`src/rtl/instr_sequencer.sv`:
```
// Issue side of the processor control FSM: hands {func,rx,ry} to the FSM, owns current_state,
// detects retirement, flags illegal/hung instructions. Define SEQ_PREFETCH_EN for a one-entry prefetch buffer.
module instr_sequencer #(
  parameter int MAX_STEPS = 8,
  parameter int CNT_W     = 8
) (
  input  logic             clk,
  input  logic             reset,
  input  logic             instr_valid,
  output logic             instr_ready,
  input  logic [9:0]       instr_data,
  output logic [3:0]       func,
  output logic [2:0]       input1,
  output logic [2:0]       input2,
  output logic [4:0]       current_state,
  input  logic [4:0]       next_state,
  output logic             busy,
  output logic             done,
  output logic             illegal,
  output logic             timeout,
  output logic [CNT_W-1:0] retired_count
);

  // Handshake: a transfer happens on a rising edge where instr_valid && instr_ready;
  // instr_ready depends only on registered state, so it is stable for the whole cycle.
  typedef enum logic {IDLE = 1'b0, EXEC = 1'b1} state_t;

  localparam logic [4:0] STEP_LIMIT = 5'(MAX_STEPS);

  state_t     state;
  logic [4:0] steps;
  logic       xfer;
  logic       finish;
  logic [9:0] issue_data;

  assign xfer   = instr_valid && instr_ready;
  assign finish = (state == EXEC) && ((next_state == 5'd0) || (steps == STEP_LIMIT));

`ifdef SEQ_PREFETCH_EN
  logic       pf_full;
  logic [9:0] pf_data;

  assign instr_ready = (state == IDLE) || !pf_full;
  // pf is only ever full while in EXEC, so this mux is correct from IDLE too
  assign issue_data  = pf_full ? pf_data : instr_data;
`else
  assign instr_ready = (state == IDLE);
  assign issue_data  = instr_data;
`endif

  always_ff @(posedge clk) begin
    if (reset) begin
      state         <= IDLE;
      busy          <= 1'b0;
      func          <= 4'd0;
      input1        <= 3'd0;
      input2        <= 3'd0;
      current_state <= 5'd0;
      steps         <= 5'd0;
      done          <= 1'b0;
      illegal       <= 1'b0;
      timeout       <= 1'b0;
      retired_count <= '0;
`ifdef SEQ_PREFETCH_EN
      pf_full       <= 1'b0;
      pf_data       <= 10'd0;
`endif
    end else begin
      done    <= 1'b0;
      illegal <= 1'b0;
      timeout <= 1'b0;
      unique case (state)
        IDLE: begin
          if (xfer) begin
            state                  <= EXEC;
            busy                   <= 1'b1;
            {func, input1, input2} <= issue_data;
            current_state          <= 5'd0;
            steps                  <= 5'd1;
          end
        end
        EXEC: begin
          if (finish) begin
            // Priority: illegal, then normal retire, then watchdog
            if (next_state == 5'd0 && current_state == 5'd0) begin
              illegal <= 1'b1;
            end else if (next_state == 5'd0) begin
              done          <= 1'b1;
              retired_count <= retired_count + CNT_W'(1);
            end else begin
              timeout <= 1'b1;
            end
            current_state <= 5'd0;
`ifdef SEQ_PREFETCH_EN
            if (pf_full || xfer) begin
              {func, input1, input2} <= issue_data;
              steps                  <= 5'd1;
              pf_full                <= 1'b0;
            end else begin
              state                  <= IDLE;
              busy                   <= 1'b0;
              {func, input1, input2} <= 10'd0;
              steps                  <= 5'd0;
            end
`else
            state                  <= IDLE;
            busy                   <= 1'b0;
            {func, input1, input2} <= 10'd0;
            steps                  <= 5'd0;
`endif
          end else begin
            current_state <= next_state;
            steps         <= steps + 5'd1;
`ifdef SEQ_PREFETCH_EN
            if (xfer) begin
              pf_data <= instr_data;
              pf_full <= 1'b1;
            end
`endif
          end
        end
      endcase
    end
  end

endmodule

```
`config.mk`:
```
export PLATFORM = sky130hd
export DESIGN_NAME = instr_sequencer
export DESIGN_NICKNAME = d
export VERILOG_FILES = /design/src/rtl/instr_sequencer.sv
export SDC_FILE = /design/constraint.sdc
export NUM_CORES = 1
export LEC_CHECK = 0
export ABC_AREA = 1
export BUFFER_PORTS_ARGS = -buffer_cell sky130_fd_sc_hd__buf_2
export CAP_MARGIN = 20
export CORE_UTILIZATION = 37
export CTS_BUF_LIST = sky130_fd_sc_hd__clkbuf_8
export CTS_CLUSTER_DIAMETER = 50
export DETAILED_ROUTE_END_ITERATION = 8
export PLACE_DENSITY = 0.62
export SLEW_MARGIN = 20
export SYNTH_ARGS = -nofsm -noshare
export SYNTH_HDL_FRONTEND = slang
export SYNTH_SLANG_ARGS = --single-unit
```
`constraint.sdc`:
```
create_clock -name clk -period 1.6 [get_ports clk]
set_input_delay 0.16 -clock clk [delete_from_list [all_inputs] [get_ports clk]]
set_output_delay 0.16 -clock clk [all_outputs]
set_load 0.05 [all_outputs]
```
==> results of run 1 <==
==> cell usage after synthesis (2+ instances only) <==
library cell  instances
xor2_1                3
dfxtp_1              33
inv_1                11
ha_1                  3
nor2_1               19
clkbuf_1              2
nand3_1               5
nand2_1              61
inv_2                 4
buf_2                 3
xnor2_1               2
o21ai_0               5
a21oi_1              20
nand3b_1              2
nand2_2               7
a21oi_2               6
==> where the power goes <==
part	total, mW	leakage [nW]	internal [mW]	switching, mW
Combinational	0.259	0.537	0.0731	0.186
Sequential	0.869	0.269	0.850	0.0195
Clock	0.589	0.0491	0.294	0.295
==> logic make-up (layout without fill, tap and decap cells) <==
family	count (synthesis)	in the layout
AOI/OAI and AO/OA	31	31
xor gates and xnor gates	5	5
adders and majority gates	3	3
buffers and inverters	21	72
DFF	33	33
and+or+nand+nor	103	103
==> layer usage <==
layer / global-route usage (%) / up-vias
met5: 0 / -
met4: 8.97 / 0
met3: 4.69 / 5
met2: 25.8 / 36
met1: 18.4 / 586
li1: - / 716
==> sequential cells by signal (all words and copies together), names as in the netlist <==
register and flops:
retired_count 8, current_state 5, steps 5, func 4, input1 3, input2 3, busy 1, done 1
illegal 1, state 1, timeout 1
==> worst max-delay path by stage <==
| stage | from | to | slack [ps] | depth (start not counted) |
|---|---|---|---|---|
| 4_1_cts | steps[0] | input1[2] | 220 | 9 |
| 5_1_grt | steps[0] | func[0] | 70 | 9 |
| 3_5_place_dp | steps[0] | input1[2] | 240 | 9 |
| 6_report | steps[0] | input1[2] | 240 | 9 |
| 3_3_place_gp | steps[0] | func[3] | 280 | 9 |
| 2_1_floorplan | retired_count[0] | retired_count[6] | 7 | 8 |
==> worst max-delay path, delay by kind of cell, from the launching register on <==
kind                     cells  cell delay, ps
buffers and inverters        2             110
flip-flops                   1             390
AND/OR/NAND/NOR              5             500
AO/OA/AOI/OAI                1             120
adder cells (fa/ha/maj)      1             190
==> cell type report <==
cell class | instances | area [µm²] | area share (%)
Clock inverter | 3 | 13.8 | 0.741
Tap cell | 48 | 60.1 | 3.23
Inverter | 16 | 62.6 | 3.37
Sequential cell | 33 | 662 | 35.6
Multi-Input combinational cell | 142 | 743 | 40.0
Clock buffer | 5 | 68.8 | 3.70
Timing Repair Buffer | 48 | 248 | 13.3
==> through the flow <==
stage          setup WS, ps  total power [mW]  instances  hold slack (ps)
2_1_floorplan          7.45              1.08        196              303
3_3_place_gp            280              1.15        287              423
3_5_place_dp            240              1.15        287              420
4_1_cts                 221              1.75        295              108
5_1_grt                73.8              1.80        295              117
6_report                238              1.72        295              120
==> results.txt, run 1 <==
most frequent cells in the layout = nand2_1 (61), buf_2 (45), dfxtp_1 (32)
post-synthesis xor/xnor area fraction = 2.94%
Finished Cell Area = 1860 µm²
critical path fanouts, max = 10
placed inst area = 1780 µm²
initial antenna violation count = 0
crit end category = register
largest net degree at the start of global routing = 12
adder-cell share of the synthesized area = 2.52%
fin crit period = 1360 ps
Syn Nets = 217
clk buf depth = 2
Met1 Routed Length = 1450 µm
largest family of logic cells by synthesized area = simple AND/OR/NAND/NOR gates
Core Area = 3770 µm²
VDD IR max = 0.000530 V
Synth top area share = 44.4%
outcome = finished, final reports clean
DR WL/cell = 10.3 µm
Cell Area, Synth = 1490 µm²
Post-Synth Simple-Gate Area = 32.5%
critical-path cell list = inv_1 > ha_1 > inv_1 > nor2_1 > nand2_1 > nand3_1 > nand2_2 > nand2_1 > a21oi_1
Max Slew Vio Count = 0
FP Rows = 22
PwrDens = 924 nW/µm²
Vias per Instance = 4.55
top post-synthesis cells by area = dfxtp_1 (44%), nand2_1 (15%), a21oi_1 (6.7%)
Syn Area/Cell = 7.60 µm²
Hold Crit Class = in2reg
Clock Latency Late Sink = 290 ps
die width = 65.4 µm
CTS clock-pin slew for the worst setup and hold paths = 60 ps
P_leak = 0.855 nW
Synth warnings = 0
arrival time worst endpoint = 1580 ps
global route overflow = 0
Final period util = 85.1%
Compound-Gate Fraction of Synth Area = 11.9%
Fillers = 375
commonest non-fill, non-tap cell in the layout = nand2_1
Post-synth EDFFs = 0
Syn-to-layout area delta = 24.8%
layout cells sized above 1 = 32.8%
antenna fix cells = 0
met2 wire len = 1360 µm
IO Port Bufs = 45
total global-route track usage = 15.8%
uppermost layer routed = met4
total CTS buffers = 5
Post-Route WL = 3040 µm
Core Util, Final = 49.3%
clock sinks = 33
Max Cap Violations = 0
Layout Nets = 267
Cell variety after synth = 26
Antenna Violating Nets Remaining = 0
CTS tree = built
mux cell area share after synthesis = 0%
die height = 65.4 µm
drt initial violations = 66
DRC Markers = 0
hold endpoint = input2[1]
r2r setup slk = 240 ps
Synth Register Bits = 33
CTS root buffer = clkbuf_8
Starting Density = 39.5%
crit path launch type = register
Crit path required time = 1820 ps
Top FF cell, synth = dfxtp_1
slew margin rel. = 78.2%
H-tree depth = 2
CTS resizes = 0
Post-Syn Instances = 196
postcts setup bufs = 0
Max stage delay on crit path = 390 ps
setup violators final = 0
post-synthesis sequential area ratio = 44.4%
hold path depth = 3
r2r startpoint = steps[0]
clock skew = 6.56 ps
post-detail-place hpwl = 2250 µm
Placer Congestion = 0.784
fmax = 0.734 GHz
I/O pin total = 46
Pre-antenna DRT Iters = 4
first-pass GRT wire length = 5080 µm
Worst-Margin Slew = 327 ps
slowest stage cell, crit path = dfxtp_1
Met3 Routed Length = 169 µm
hold path startpoint = instr_data[1]
total die area = 4280 µm²
R2R cell count = 9
Fin. Hold Viols = 0
Fin Setup TNS = 0 ps
vias in the first global route = 1,208
RSZ-0062 raised after global routing = no
leading area contributor after synthesis = dfxtp_1
CP Class = reg2reg
FFs w/ async S/R, synth = 0%
hold_buf cts = 0
Via Count = 1,343
Reg-to-Reg End = input1[2]
Note: power is estimated with default switching activity, not from simulation.
==> inputs of run 2 (changes only) <==
- ABC_AREA: 1 -> unset
- MAX_ROUTING_LAYER: unset -> met4
==> run 2 against run 1 <==
Against the previous run:
- the run now ends with setup timing left
- largest power group unchanged
- count of clock-buffer cells in the layout grew 1
- largest cell class unchanged
- design area increased by 2.1%
- maximum frequency down 15%
- worst hold slack got worse by 14 ps
- sequential share of layout area down 0.40 points
- register-to-register slack worse by 220 ps
- non-clock buffer count rose by 12
==> results.txt, run 2 <==
first-pass GRT wire length = 5640 µm (was 5080 µm)
H-tree depth = 2 (unchanged)
arrival time worst endpoint = 1820 ps (was 1580 ps)
Syn Nets = 186 (was 217)
synth cell count leaders = dfxtp_1 (33), nand2_1 (20), a21oi_1 (16), nor2_1 (16), o21ai_0 (13) (was nand2_1 (61), dfxtp_1 (33), a21oi_1 (20), nor2_1 (19), inv_1 (11))
antenna fix cells = 0 (unchanged)
clock share of power = 34.6% (was 34.3%)
Sw Pwr = 513 µW (was 500 µW)
Top Registers = retired_count: 8 flops, current_state: 5 flops, steps: 5 flops (unchanged)
clock skew = 4.15 ps (was 6.56 ps)
Max stage delay on crit path = 540 ps (was 390 ps)
vias in the first global route = 1,288 (was 1,208)
FFs w/ async S/R, synth = 0% (unchanged)
mux cell area share after synthesis = 2.39% (was 0%)
outcome = finished with violations (was finished, final reports clean)
Hold WS = 106 ps (was 120 ps)
total CTS buffers = 5 (unchanged)
sequential share of power = 48.4% (was 50.6%)
Buf/Inv on CP = 2 (unchanged)
Reg-to-Reg End = retired_count[0] (was input1[2])
r2r startpoint = state (was steps[0])
Antenna Violating Nets Remaining = 0 (unchanged)
CTS tree = built (unchanged)
total global-route track usage = 18.4% (was 15.8%)
IO Port Bufs = 45 (unchanged)
DRC Markers = 0 (unchanged)
Post-Synth Simple-Gate Area = 26.7% (was 32.5%)
fmax = 0.621 GHz (was 0.734 GHz)
most frequent cells in the layout = buf_2 (44), dfxtp_1 (27), nand2_1 (20) (was nand2_1 (61), buf_2 (45), dfxtp_1 (32))
setup violators final = 1 (was 0)
Worst Slack Setup Final = -9.58 ps (was 238 ps)
Post-Route WL = 3370 µm (was 3040 µm)
Critical Path Stages = 6 (was 9)
slowest stage cell, crit path = or4_4 (was dfxtp_1)
Syn-to-layout area delta = 33.9% (was 24.8%)
Synth top area share = 46.6% (was 44.4%)
adder-cell share of the synthesized area = 2.65% (was 2.52%)
internal power = 1.28 mW (was 1.22 mW)
failing checks = setup timing
PwrDens = 948 nW/µm² (was 924 nW/µm²)
crit end category = register (unchanged)
VDD IR max = 0.000559 V (was 0.000530 V)
CTS clock-pin slew for the worst setup and hold paths = 70 ps (was 60 ps)
Placer Congestion = 0.783 (was 0.784)
Max Slew Vio Count = 0 (unchanged)
Synth Register Bits = 33 (unchanged)
max FFs per register = 8 (unchanged)
Fin. Hold Viols = 0 (unchanged)
FP Rows = 22 (unchanged)
drt initial violations = 69 (was 66)
non-filler instance count after layout = 271 (was 295)
critical-path cell list = buf_6 > or4_4 > or3_4 > buf_6 > or3_4 > a21oi_2 (was inv_1 > ha_1 > inv_1 > nor2_1 > nand2_1 > nand3_1 > nand2_2 > nand2_1 > a21oi_1)
post-detail-place hpwl = 2350 µm (was 2250 µm)
slew margin rel. = 78.3% (was 78.2%)
leading area contributor after synthesis = dfxtp_1 (unchanged)
CTS root buffer = clkbuf_8 (unchanged)
r2r setup slk = 20 ps (was 240 ps)
Fin Setup TNS = -9.58 ps (was 0 ps)
Post-Syn Instances = 165 (was 196)
die height = 63.9 µm (was 65.4 µm)
Setup WS pre-CTS = -295 ps (was 240 ps)
clk buf depth = 2 (unchanged)
hold path depth = 3 (unchanged)
CP delay by family, top = simple AND/OR/NAND/NOR gates (unchanged)
Clock Latency Late Sink = 280 ps (was 290 ps)
die width = 63.9 µm (was 65.4 µm)
largest family of logic cells by synthesized area = simple AND/OR/NAND/NOR gates (unchanged)
count leader, synth = dfxtp_1 (was nand2_1)
Max Cap Violations = 0 (unchanged)
post-synthesis sequential area ratio = 46.6% (was 44.4%)
initial antenna violation count = 0 (unchanged)
Layout Nets = 244 (was 267)
Final period util = 101% (was 85.1%)
RSZ-0062 raised after global routing = yes (was no)
Via Count = 1,400 (was 1,343)
Starting Density = 38.7% (was 39.5%)
Vias per Instance = 5.17 (was 4.55)
P_leak = 0.830 nW (was 0.855 nW)
Core Area = 3660 µm² (was 3770 µm²)
Crit path required time = 1820 ps (about the same)
Top reg by flops = retired_count (unchanged)
Pre-antenna DRT Iters = 4 (unchanged)
Cell variety after synth = 32 (was 26)
Post-synth EDFFs = 0 (unchanged)
fin crit period = 1610 ps (was 1360 ps)
top post-synthesis cells by area = dfxtp_1 (47%), a21oi_1 (5.7%), nand2_1 (5.3%) (was dfxtp_1 (44%), nand2_1 (15%), a21oi_1 (6.7%))
Fillers = 374 (was 375)
Compound-Gate Fraction of Synth Area = 17.6% (was 11.9%)
I/O pin total = 46 (unchanged)
Net Sw Frac = 28.6% (was 29.1%)
CP Class = in2reg (was reg2reg)
total die area = 4080 µm² (was 4280 µm²)
hold path startpoint = next_state[1] (was instr_data[1])
R2R cell count = 5 (was 9)
crit path launch type = input port (was register)
Top FF cell, synth = dfxtp_1 (unchanged)
DR WL/cell = 12.4 µm (was 10.3 µm)
clock sinks = 33 (unchanged)
dpl cells = 261 (was 287)
global route overflow = 0 (unchanged)
critical path fanouts, max = 5 (was 10)
Worst-Margin Slew = 326 ps (was 327 ps)
Final Power = 1.80 mW (was 1.72 mW)
commonest non-fill, non-tap cell in the layout = buf_2 (was nand2_1)
hold endpoint = current_state[1] (was input2[1])
Synth warnings = 0 (unchanged)
layout cells sized above 1 = 37.7% (was 32.8%)
post-synthesis xor/xnor area fraction = 0% (was 2.94%)
Hold Crit Class = in2reg (unchanged)
Syn Area/Cell = 8.58 µm² (was 7.60 µm²)
Logic pwr share = 17.0% (was 15.1%)
largest net degree at the start of global routing = 21 (was 12)
Cell Area, Synth = 1420 µm² (was 1490 µm²)
[run 2: cell types whose count changed after synthesis, moves of 4 or more]
cell	previous run	this run
inv_1	11	3
o21ai_0	5	13
nand4_1	0	4
a21oi_2	6	0
nor3_1	1	5
a21oi_1	20	16
inv_2	4	0
nand2_2	7	0
nor2b_1	0	4
a22oi_1	0	6
nand2_1	61	20
clkbuf_1	2	8
[run 2: cells by family (layout without fill, tap and decap cells)]
| logic type | count (synthesis) | count (layout) |
|---|---|---|
| AOI/OAI and AO/OA | 43 | 43 |
| adders and majority gates | 3 | 3 |
| buffers and inverters | 13 | 70 |
| DFF | 33 | 33 |
| muxes | 3 | 3 |
| and+or+nand+nor | 70 | 71 |
[run 2: worst reg2reg max path: cells and delay by family, from the launching register on]
| family | cells | cell delay, ps |
|---|---|---|
| flip-flops | 1 | 350 |
| AND/OR/NAND/NOR | 2 | 790 |
| AO/OA/AOI/OAI | 1 | 140 |
| buffers and inverters | 2 | 240 |
[run 2: metal layers]
| layer | GRT usage, % | up-vias | part of all wire [%] |
|---|---|---|---|
| met4 | 8.52 | 0 | 0.56 |
| li1 | - | 706 | - |
| met3 | 5.18 | 2 | 4.6 |
| met1 | 22.5 | 664 | 47 |
| met5 | - | - | 0 |
| met2 | 28.1 | 28 | 47 |
[run 2: power by group through the flow]
stage / registers [mW] / logic [mW] / clock network, mW
6_report: 0.870 / 0.306 / 0.621
5_1_grt: 0.873 / 0.335 / 0.678
4_1_cts: 0.870 / 0.301 / 0.638
3_5_place_dp: 0.888 / 0.300 / 0
3_3_place_gp: 0.889 / 0.298 / 0
2_1_floorplan: 0.966 / 0.123 / 0
[run 2: worst max path at each step]
stage,slack [ps],to,from
finish,-10,retired_count[0],next_state[1]
global placement,-260,retired_count[6],next_state[1]
global route,-60,retired_count[0],state
detailed placement,-300,retired_count[6],next_state[1]
CTS,5,retired_count[4],next_state[1]
floorplan,-260,retired_count[5],state
[run 2: layout make-up]
class	count	area [µm²]	share of cell area, %
multi-input cells	120	719	37.9
flip-flops and latches	33	668	35.2
repair buffers	60	348	18.3
clock buffers	6	82.6	4.35
well taps	48	60.1	3.17
inverters	3	15.0	0.792
clock inverters	1	3.75	0.198
[run 2: metrics by stage]
step	instance area [µm²]	util, %
floorplan	1430	-
global placement	1760	48.2
detailed placement	1760	48.2
global route	1900	51.8
CTS	1850	50.5
finish	1900	51.8
[run 2: what timing repair did]
| action | CTS | global route |
|---|---|---|
| resized for setup | 0 | 6 |
| endpoints found under the setup margin | 0 | 5 |
| setup buffers | 0 | 2 |
| hold buffers | 0 | 0 |
